==> src/rtl/master_start_pkg.sv <==
// master_start_pkg: shared widths, FSM states and burst descriptor for master_start
package master_start_pkg;
  localparam int TW = 64;
  localparam int FW = 48;
  localparam int CW = 32;
  localparam logic [1:0] TYPE_NONCOH = 2'd0;
  localparam logic [1:0] TYPE_COH    = 2'd1;
  typedef enum logic [2:0] {IDLE, ARMED, TX, BL1, RX, BL2} ms_state_t;
  typedef struct packed {
    logic [FW-1:0] freq;
    logic [FW-1:0] delta_freq;
    logic [31:0]   delta_rate;
    logic [TW-1:0] time_start;
    logic [15:0]   n_impuls;
    logic [1:0]    type_impulse;
    logic [CW-1:0] ti;
    logic [CW-1:0] tp;
    logic [CW-1:0] tb1;
    logic [CW-1:0] tb2;
  } ms_desc_t;
  // Terminal count of a timed state; a programmed 0 behaves like 1 cycle.
  function automatic logic [CW-1:0] last_cnt(input logic [CW-1:0] v);
    return v == '0 ? '0 : v - 1'b1;
  endfunction
endpackage

==> src/rtl/ms_sys_time.sv <==
// ms_sys_time: free-running system time with T1hz-armed preset and preset-done flag
//   clk_48, rst_n (async, active low)
//   t1hz (level, rising edge used), time_update (preset arm), preset_time
//   sys_time (counter, wraps), update_ok (set by a preset, cleared when time_update drops)
module ms_sys_time
  import master_start_pkg::*;
(
  input  logic          clk_48,
  input  logic          rst_n,
  input  logic          t1hz,
  input  logic          time_update,
  input  logic [TW-1:0] preset_time,
  output logic [TW-1:0] sys_time,
  output logic          update_ok
);
  logic t1hz_d;
  logic preset;
  assign preset = t1hz & ~t1hz_d & time_update;
  always_ff @(posedge clk_48 or negedge rst_n)
    if (!rst_n) begin
      t1hz_d    <= 1'b0;
      sys_time  <= '0;
      update_ok <= 1'b0;
    end else begin
      t1hz_d    <= t1hz;
      sys_time  <= preset ? preset_time : sys_time + 1'b1;
      update_ok <= time_update & (update_ok | preset);
    end
endmodule

==> src/rtl/master_start.sv <==
// master_start: radar burst synchronizer, starts DDS and Ti/Tp window sequence at a programmed system time
//   CLK, RESET (async, active low); SYS_TIME/SYS_TIME_UPDATE/T1hz preset system time
//   WR_DATA rising edge latches MEM_* descriptor; DDS_* registered DDS parameters, DDS_start pulse
//   SYS_TIME_UPDATE_OK preset done; En_Iz transmit window; En_Pr receive window
//   MS_LATE_START_EN: a descriptor whose start time already passed starts on the next cycle
module master_start
  import master_start_pkg::*;
(
  input  logic          CLK,
  input  logic          RESET,
  input  logic [TW-1:0] SYS_TIME,
  input  logic          SYS_TIME_UPDATE,
  input  logic          T1hz,
  input  logic          WR_DATA,
  input  logic [FW-1:0] MEM_DDS_freq,
  input  logic [FW-1:0] MEM_DDS_delta_freq,
  input  logic [31:0]   MEM_DDS_delta_rate,
  input  logic [TW-1:0] MEM_TIME_START,
  input  logic [15:0]   MEM_N_impuls,
  input  logic [1:0]    MEM_TYPE_impulse,
  input  logic [CW-1:0] MEM_Interval_Ti,
  input  logic [CW-1:0] MEM_Interval_Tp,
  input  logic [CW-1:0] MEM_Tblank1,
  input  logic [CW-1:0] MEM_Tblank2,
  output logic [FW-1:0] DDS_freq,
  output logic [FW-1:0] DDS_delta_freq,
  output logic [31:0]   DDS_delta_rate,
  output logic          DDS_start,
  output logic          SYS_TIME_UPDATE_OK,
  output logic          En_Iz,
  output logic          En_Pr
);
  ms_state_t     state, state_nxt;
  ms_desc_t      desc, mem;
  logic [TW-1:0] sys_time;
  logic [CW-1:0] cnt, lim;
  logic [15:0]   pulses;
  logic          wr_d, latch, hit, go, done, more;
  ms_sys_time u_sys_time (
    .clk_48      (CLK),
    .rst_n       (RESET),
    .t1hz        (T1hz),
    .time_update (SYS_TIME_UPDATE),
    .preset_time (SYS_TIME),
    .sys_time    (sys_time),
    .update_ok   (SYS_TIME_UPDATE_OK)
  );
  assign mem = {MEM_DDS_freq, MEM_DDS_delta_freq, MEM_DDS_delta_rate, MEM_TIME_START, MEM_N_impuls,
                MEM_TYPE_impulse, MEM_Interval_Ti, MEM_Interval_Tp, MEM_Tblank1, MEM_Tblank2};
  assign latch = WR_DATA & ~wr_d & (state == IDLE || state == ARMED);
`ifdef MS_LATE_START_EN
  logic late;
  always_ff @(posedge CLK or negedge RESET)
    if (!RESET) late <= 1'b0;
    else late <= (state_nxt == ARMED) & (latch ? sys_time > MEM_TIME_START : late);
  assign hit = sys_time == desc.time_start || late;
`else
  assign hit = sys_time == desc.time_start;
`endif
  // A fresh descriptor write wins over a start match in the same cycle.
  assign go   = state == ARMED && hit && !latch && desc.n_impuls != '0;
  assign lim  = state == TX ? last_cnt(desc.ti) : state == BL1 ? last_cnt(desc.tb1) :
                state == RX ? last_cnt(desc.tp) : last_cnt(desc.tb2);
  assign done = cnt == lim;
  assign more = pulses + 16'd1 < desc.n_impuls;
  always_comb begin
    state_nxt = state;
    if (latch) state_nxt = ARMED;
    else
      case (state)
        ARMED: if (hit) state_nxt = desc.n_impuls == '0 ? IDLE : TX;
        TX:    if (done) state_nxt = BL1;
        BL1:   if (done) state_nxt = RX;
        RX:    if (done) state_nxt = BL2;
        BL2:   if (done) state_nxt = more ? TX : IDLE;
        default: ;
      endcase
  end
  always_ff @(posedge CLK or negedge RESET)
    if (!RESET) begin
      state          <= IDLE;
      desc           <= '0;
      cnt            <= '0;
      pulses         <= '0;
      wr_d           <= 1'b0;
      DDS_freq       <= '0;
      DDS_delta_freq <= '0;
      DDS_delta_rate <= '0;
    end else begin
      state  <= state_nxt;
      wr_d   <= WR_DATA;
      cnt    <= state_nxt != state ? '0 : cnt + 1'b1;
      pulses <= go ? '0 : (state == BL2 && done) ? pulses + 16'd1 : pulses;
      if (latch) desc <= mem;
      if (go) begin
        DDS_freq       <= desc.freq;
        DDS_delta_freq <= desc.delta_freq;
        DDS_delta_rate <= desc.delta_rate;
      end
    end
  assign En_Iz     = state == TX;
  assign En_Pr     = state == RX;
  // Coherent bursts restart the DDS only on the first pulse.
  assign DDS_start = state == TX && cnt == '0 && (desc.type_impulse != TYPE_COH || pulses == '0);
endmodule

==> config.mk <==
export PLATFORM = sky130hd
export DESIGN_NAME = master_start
export DESIGN_NICKNAME = d
export VERILOG_FILES = /design/src/rtl/master_start_pkg.sv /design/src/rtl/ms_sys_time.sv /design/src/rtl/master_start.sv
export SDC_FILE = /design/constraint.sdc
export NUM_CORES = 1
export LEC_CHECK = 0
export ABC_AREA = 1
export BUFFER_PORTS_ARGS = -buffer_cell sky130_fd_sc_hd__buf_2
export CAP_MARGIN = 20
export CORE_MARGIN = 8
export CORE_UTILIZATION = 45
export DETAILED_ROUTE_END_ITERATION = 7
export PLACE_DENSITY = 0.77
export SLEW_MARGIN = 5
export SYNTH_ARGS = -nofsm -noshare
export SYNTH_HDL_FRONTEND = slang
export SYNTH_SLANG_ARGS = --single-unit
==> constraint.sdc <==
create_clock -name CLK -period 5.3 [get_ports CLK]
set_input_delay 1.06 -clock CLK [delete_from_list [all_inputs] [get_ports CLK]]
set_output_delay 1.06 -clock CLK [all_outputs]
set_load 0.005 [all_outputs]
==> impl_metrics.yaml, run 1 <==
finish:
  drive_gt1_share_pct: 15.7
  fin_area_um2: 36900
  mostFrequentLayoutCell: "nand2_1"
  finalNetCount: 5181
  fillers: 6570
  mostFrequentLayoutCells: "nand2_1 (1782), dfrtp_1 (584), buf_2 (537)"
  fin_util_pct: 53.9
  areaGrowthSynthToFinish_pct: 18.7
yosys:
  synth_nets: 4684
  netlist_area_um2: 31100
  yosysUniqueCellTypes: 52
  ys_warn_count: 0
  synth-edff-count: 0
  async_reset_ff_share_pct: 100
  synth_top_flop_cell: "dfrtp_1"
  synth_seq_cells: 584
  syn-mean-instance-area_um2: 7.31
  yosysSeqAreaShare_pct: 47.0
  netlist_instances: 4249
timing:
  fin_skew_ns: 0.0516
  setup_slack_ns: 1.24
  worst_slew_pin_slew_ns: 1.02
  drv_slew: 0
  tns_ns: 0
  finalSetupViolations: 0
  rsz0062_at_grt: "false"
  fin_crit_sh_pct: 76.6
  slew_headroom_pct: 31.8
  final-hold-violation-count: 0
  finalCriticalPeriod_ns: 4.06
  max_freq_mhz: 246
routing:
  postRouteAntennaNets: 0
  wl_per_cell_um: 19.3
  drc: 0
  drt_first_pass_iters: 6
  first_iter_violations: 2763
  vias: 30200
  avgViaCountPerCell: 5.30
  wirelength_mm: 110
pwr:
  power_leakage_nw: 19.3
  p_per_area_nw_per_um2: 320
  power.net_switching_mw: 3.61
  power_frac_seq_pct: 44.9
  swShare_pct: 30.6
  p_int_mw: 8.20
  peakVddDrop_mv: 0.255
  pwr-share-clk_pct: 39.5
  comb_power_share_pct: 15.6
  power_mw: 11.8
clock_tree:
  cts_buffer_depth: 3
  hold_buffers: 0
  htreeDepth: 3
  cts_tree: "built"
  clkTransAtPathRegs_ns: 0.06
  cts_resized: 0
  cts_setup_buffers: 0
  cts-buffers-inserted: 66
  clk_latency_ns: 0.64
  cts_num_sinks: 584
  root_buffer: "clkbuf_16"
global_routing:
  grt_max_degree: 191
  grt_pass1_vias: 30100
  grt_pass1_wl_mm: 171
  antenna_found_initial: 33
  grt_overflow: 0
  grt_usage_pct: 27.7
setup_path:
  r2r_slack_ns: 1.24
  crit_required_ns: 5.79
  critPathLaunchType: "flip-flop"
  critPathMaxFanout: 32
  critPathCaptureType: "flip-flop"
  crit_family: "simple AND/OR/NAND/NOR gates"
  criticalPathCategory: "flip-flop to flip-flop"
  critPathBufInv: 6
  critPathMaxStageDelay_ns: 0.74
  crit_top_cell: "nand2_1"
  crit_chain: "inv_1 > nor2_2 > buf_4 > inv_2 > nor2_2 > inv_1 > nand3_1 > nand2_1 > nand2_1 > nand2_1 > nand2_1 > inv_1 > nand2_1 > nor2_1 > nand2_1 > nor2_1 > nand4_1 > nand2_1 > inv_1 > nand2_1 > o21ai_1"
  worstPathArrival_ns: 4.55
  cp_slowest_cell: "inv_1"
place:
  gp_congestion: 1.01
  io_buffers: 538
  dp_hpwl_mm: 84.1
  dp_worst_setup_slack_ns: 1.26
  placed_cell_area_um2: 34600
floorplanning:
  ios: 539
  fp.dieH_um: 279
  dieArea_um2: 77700
  rows: 96
  initial_core_util_pct: 45.4
  fp.coreArea_um2: 68500
  die_w_um: 279
run_status:
  outcome: "finished clean"
job:
  maxCapViolCount: 0
hold_path:
  min_path_type: "flip-flop to flip-flop"
worst min-delay path, delay by kind of cell, from the launching register on:
kind             cells  cell delay, ns
and+or+nand+nor      2            0.09
DFF                  1            0.34
flip-flops by register name, summed over array words and instances, names as in the netlist:
register,flops
DDS_freq,48
pulses,16
u_sys_time.t1hz_d,1
DDS_delta_rate,32
state,3
DDS_delta_freq,48
desc,338
wr_d,1
cnt,32
u_sys_time.sys_time,64
u_sys_time.update_ok,1
final cells by class:
type                    instances  area, um2  share of cell area (%)
diodes                         21       52.6                   0.142
clock buffers                  85       1810                    4.92
clock inverters                25        395                    1.07
inverters                     370       1400                    3.79
multi-input cells            3149      14500                    39.2
flip-flops and latches        584      14600                    39.6
well taps                     882       1100                    2.99
repair buffers                575       3050                    8.27
metal layers:
metal | wire length, um | track usage, % | vias up
met5 | 178 | 0 | -
met4 | 5900 | 13.7 | 28
met3 | 8810 | 6.46 | 307
met2 | 50200 | 44.2 | 1279
met1 | 44900 | 35.4 | 14100
li1 | - | - | 14400
cell usage after synthesis (all sizes together) (3+ instances only):
cell type / instances / area (um2)
dfrtp: 584 / 14600
nor3b: 3 / 27.5
xnor2: 52 / 455
nand3: 291 / 1480
nor2: 333 / 1320
clkbuf: 115 / 432
or2: 13 / 81.3
nand3b: 3 / 22.5
nand2: 1784 / 6710
a21oi: 44 / 333
buf: 31 / 196
xor2: 105 / 920
a31oi: 6 / 37.5
ha: 28 / 350
nand4: 90 / 563
inv: 368 / 1380
o21ai: 270 / 1350
nor4: 36 / 231
nor3: 66 / 363
o31ai: 4 / 30.0
o22ai: 4 / 25.0
cell families after synthesis:
kind of cell,after synthesis,share of synthesized area (%)
AO/OA/AOI/OAI,339,6.01
XOR/XNOR,157,4.43
adder cells (fa/ha/maj),28,1.13
AND/OR/NAND/NOR,2625,34.9
buffers and inverters,516,6.50
flip-flops,584,47.0
power groups by stage:
stage / Clock [mW] / Combinational [mW] / Sequential, mW
after detailed placement: 0 / 1.83 / 5.36
after global placement: 0 / 1.79 / 5.36
final: 4.67 / 1.84 / 5.30
after floorplan: 0 / 1.18 / 5.23
after CTS: 4.74 / 1.84 / 5.29
after global routing: 4.91 / 2.09 / 5.35
metrics by stage:
stage / instances / hold slack, ns
final: 5691 / 0.465
after global routing: 5680 / 0.481
after CTS: 5670 / 0.465
after detailed placement: 5560 / 0.452
after global placement: 5559 / 0.448
after floorplan: 4249 / 0.442
worst paths after layout:
check                           startpoint                 end  depth (start not counted)
worst max-delay path              state[1]          pulses[15]                         21
worst min-delay path             desc[306]        DDS_freq[16]                          2
worst max register to register    state[1]          pulses[15]                         21
worst min register to register   desc[306]        DDS_freq[16]                          2
max in group asynchronous            RESET  DDS_delta_freq[32]                          2
min in group asynchronous            RESET            desc[26]                          1
Power figures use the tool's default switching activity.
==> run 2: changes to the inputs <==
Settings changed: ABC_AREA 1 to 0, PLACE_DENSITY 0.77 to 0.78.
Clock period 5.3 ns to 3.8 ns, I/O delays scaled along.
==> impl_metrics.yaml, run 2 <==
run_status:
  outcome: "finished with violations"
  violations: "setup timing"
setup_path:
  reg2reg_from: "desc[103]"
  critPathMaxFanout: 8
  criticalPathCategory: "flip-flop to flip-flop"
  crit_required_ns: 4.34
  cp-startpoint: "desc[103]"
  critPathLaunchType: "flip-flop"
  critPathCaptureType: "flip-flop"
  worstPathArrival_ns: 5.13
place:
  io_buffers: 538
  dp_worst_setup_slack_ns: -0.890
  dp_hpwl_mm: 75.4
  gp_congestion: 0.992
pwr:
  swShare_pct: 28.2
  p_int_mw: 12.5
  comb_power_share_pct: 18.2
  pwr-share-clk_pct: 39.0
  power.net_switching_mw: 4.92
  power_frac_seq_pct: 42.9
  p_per_area_nw_per_um2: 453
  power_leakage_nw: 17.4
  peakVddDrop_mv: 0.430
yosys:
  netlist_area_um2: 29000
  synthTopCellsByCount: "dfrtp_1 (584), mux2_2 (442), nor2_1 (172)"
  ys_warn_count: 0
  synth_top_flop_cell: "dfrtp_1"
  yosysTopAreaCell: "dfrtp_1"
  synthTopCellsByArea: "dfrtp_1 (50%), mux2_2 (17%), xor2_1 (4.3%)"
  netlist_instances: 2569
  yosysSeqAreaShare_pct: 50.4
  async_reset_ff_share_pct: 100
  syn-mean-instance-area_um2: 11.3
  synth_top_area_share_pct: 50.4
  synth-edff-count: 0
  yosysMostFrequentCell: "dfrtp_1"
  yosysUniqueCellTypes: 79
  synth_nets: 3004
  synth_seq_cells: 584
floorplanning:
  die_w_um: 270
  fp.dieH_um: 270
  dieArea_um2: 72900
  fp.coreArea_um2: 64100
  ios: 539
  initial_core_util_pct: 45.3
  rows: 93
routing:
  drt_first_pass_iters: 7
  vias: 24500
  wl_per_cell_um: 22.8
  first_iter_violations: 1686
  postRouteAntennaNets: 0
  drc: 0
  wirelength_mm: 99.4
  avgViaCountPerCell: 5.61
timing:
  finalSetupViolations: 51
  setup_slack_ns: -0.793
  fin_skew_ns: 0.0411
  worst_slew_pin_slew_ns: 1.03
  slew_headroom_pct: 31.3
  rsz0062_at_grt: "true"
  final-hold-violation-count: 0
  max_freq_mhz: 218
  finalCriticalPeriod_ns: 4.59
  fin_crit_sh_pct: 121
  drv_slew: 0
  tns_ns: -34.51
clock_tree:
  cts_num_sinks: 584
  root_buffer: "clkbuf_16"
  clk_latency_ns: 0.63
  clkTransAtPathRegs_ns: 0.06
  cts_buffer_depth: 3
  cts_tree: "built"
  htreeDepth: 3
  hold_buffers: 0
  cts-buffers-inserted: 67
global_routing:
  grt_max_degree: 106
  use_met1_pct: 30.9
  grt_usage_pct: 26.1
  grt_pass1_wl_mm: 150
  grt_pass1_vias: 25600
  grt_overflow: 0
  antenna_found_initial: 27
  use_met2_pct: 44.2
  gr-usage-met3_pct: 7.05
  top_usage_layer: "met2"
finish:
  mostFrequentLayoutCell: "dfrtp_1"
  drive_gt1_share_pct: 46.4
  finalNetCount: 3878
  areaGrowthSynthToFinish_pct: 32.9
  mostFrequentLayoutCells: "dfrtp_1 (584), buf_2 (537), mux2_2 (442)"
  top_register: "desc"
  largest_reg_flops: 338
  largest_registers: "desc: 338 flops, u_sys_time.sys_time: 64 flops"
job:
  maxCapViolCount: 0
hold_path:
  min_path_type: "primary input to async pin"
==> run 2: changes by cell type after synthesis, sizes merged, moves of 57 or more <==
| cell | previous run | this run |
|---|---|---|
| nand2 | 1784 | 111 |
| nor2 | 333 | 172 |
| a21oi | 44 | 114 |
| inv | 368 | 47 |
| o21ai | 270 | 100 |
| nand3 | 291 | 66 |
| xnor2 | 52 | 109 |
| mux2 | 0 | 442 |
==> run 2: logic make-up (layout without fill, tap and decap cells) <==
kind of cell	Yosys count	in the layout	share of synthesized area, %
AND/OR/NAND/NOR	695	698	12.7
AO/OA/AOI/OAI	363	363	7.93
other	0	17	0
buffers and inverters	189	1113	2.52
XOR/XNOR	253	253	7.64
flip-flops	584	584	50.4
adder cells (fa/ha/maj)	28	28	1.21
multiplexers	457	457	17.7
==> run 2: timing repair <==
item	CTS	global route
buffers inserted	11	8
gates cloned	2	4
endpoints found under the setup margin	51	51
resized for setup	30	97
pin swaps	15	22
hold endpoints to repair	0	0
==> run 2: layout make-up <==
type / instances / area [um2]
fill: 5123 / 25500
inverter: 48 / 180
sequential: 584 / 14600
tap: 855 / 1070
clock inverter: 36 / 489
timing repair buffer: 943 / 6070
multi-input combinational: 1799 / 14200
antenna: 17 / 42.5
clock buffer: 86 / 1860
==> run 2: worst paths after layout <==
path | slack (ns) | depth (start not counted) | endpoint
min reg2reg | 0.49 | 1 | u_sys_time.update_ok
max in group asynchronous | 2.67 | 2 | DDS_delta_rate[4]
min in group CLK | 0.26 | 1 | u_sys_time.t1hz_d
min | 0.16 | 1 | desc[24]
max reg2reg | -0.79 | 11 | pulses[15]
max | -0.79 | 11 | pulses[15]
==> run 2: through the flow <==
| stage | instance area [um2] | cells | total power [mW] | utilization [%] | hold WS, ns |
|---|---|---|---|---|---|
| global route | 38600 | 4362 | 18.2 | 60.1 | 0.185 |
| finish | 38600 | 4368 | 17.5 | 60.2 | 0.159 |
| floorplan | 29100 | 2569 | 9.08 | - | 0.464 |
| CTS | 38000 | 4339 | 17.5 | 59.2 | 0.164 |
| detailed placement | 35400 | 4204 | 10.6 | 55.2 | 0.474 |
| global placement | 35400 | 4204 | 10.5 | 55.2 | 0.478 |
==> run 2: critical path: stages, from the launching register on <==
cell and delay (ns):
dfrtp_1 0.37, or4_1 0.60, or4b_4 0.55, or4_4 0.54, nor3_1 0.19, a21oi_1 0.09
o21ai_1 0.14, mux2i_1 0.08, or4_4 0.59, or4_4 0.62, or4_1 0.58, a21oi_2 0.16
==> run 2: power groups by stage <==
stage	clock network, mW	registers, mW	logic, mW
2_1_floorplan	0	7.47	1.61
3_3_place_gp	0	7.53	3.01
3_5_place_dp	0	7.57	3.07
4_1_cts	6.95	7.47	3.12
5_1_grt	7.18	7.57	3.42
6_report	6.81	7.49	3.17
==> run 2: layer usage <==
| layer | share of wire (%) | up-vias |
|---|---|---|
| met2 | 49 | 969 |
| met5 | 0.10 | - |
| met3 | 7.5 | 270 |
| met1 | 39 | 12200 |
| li1 | - | 11100 |
| met4 | 4.7 | 16 |
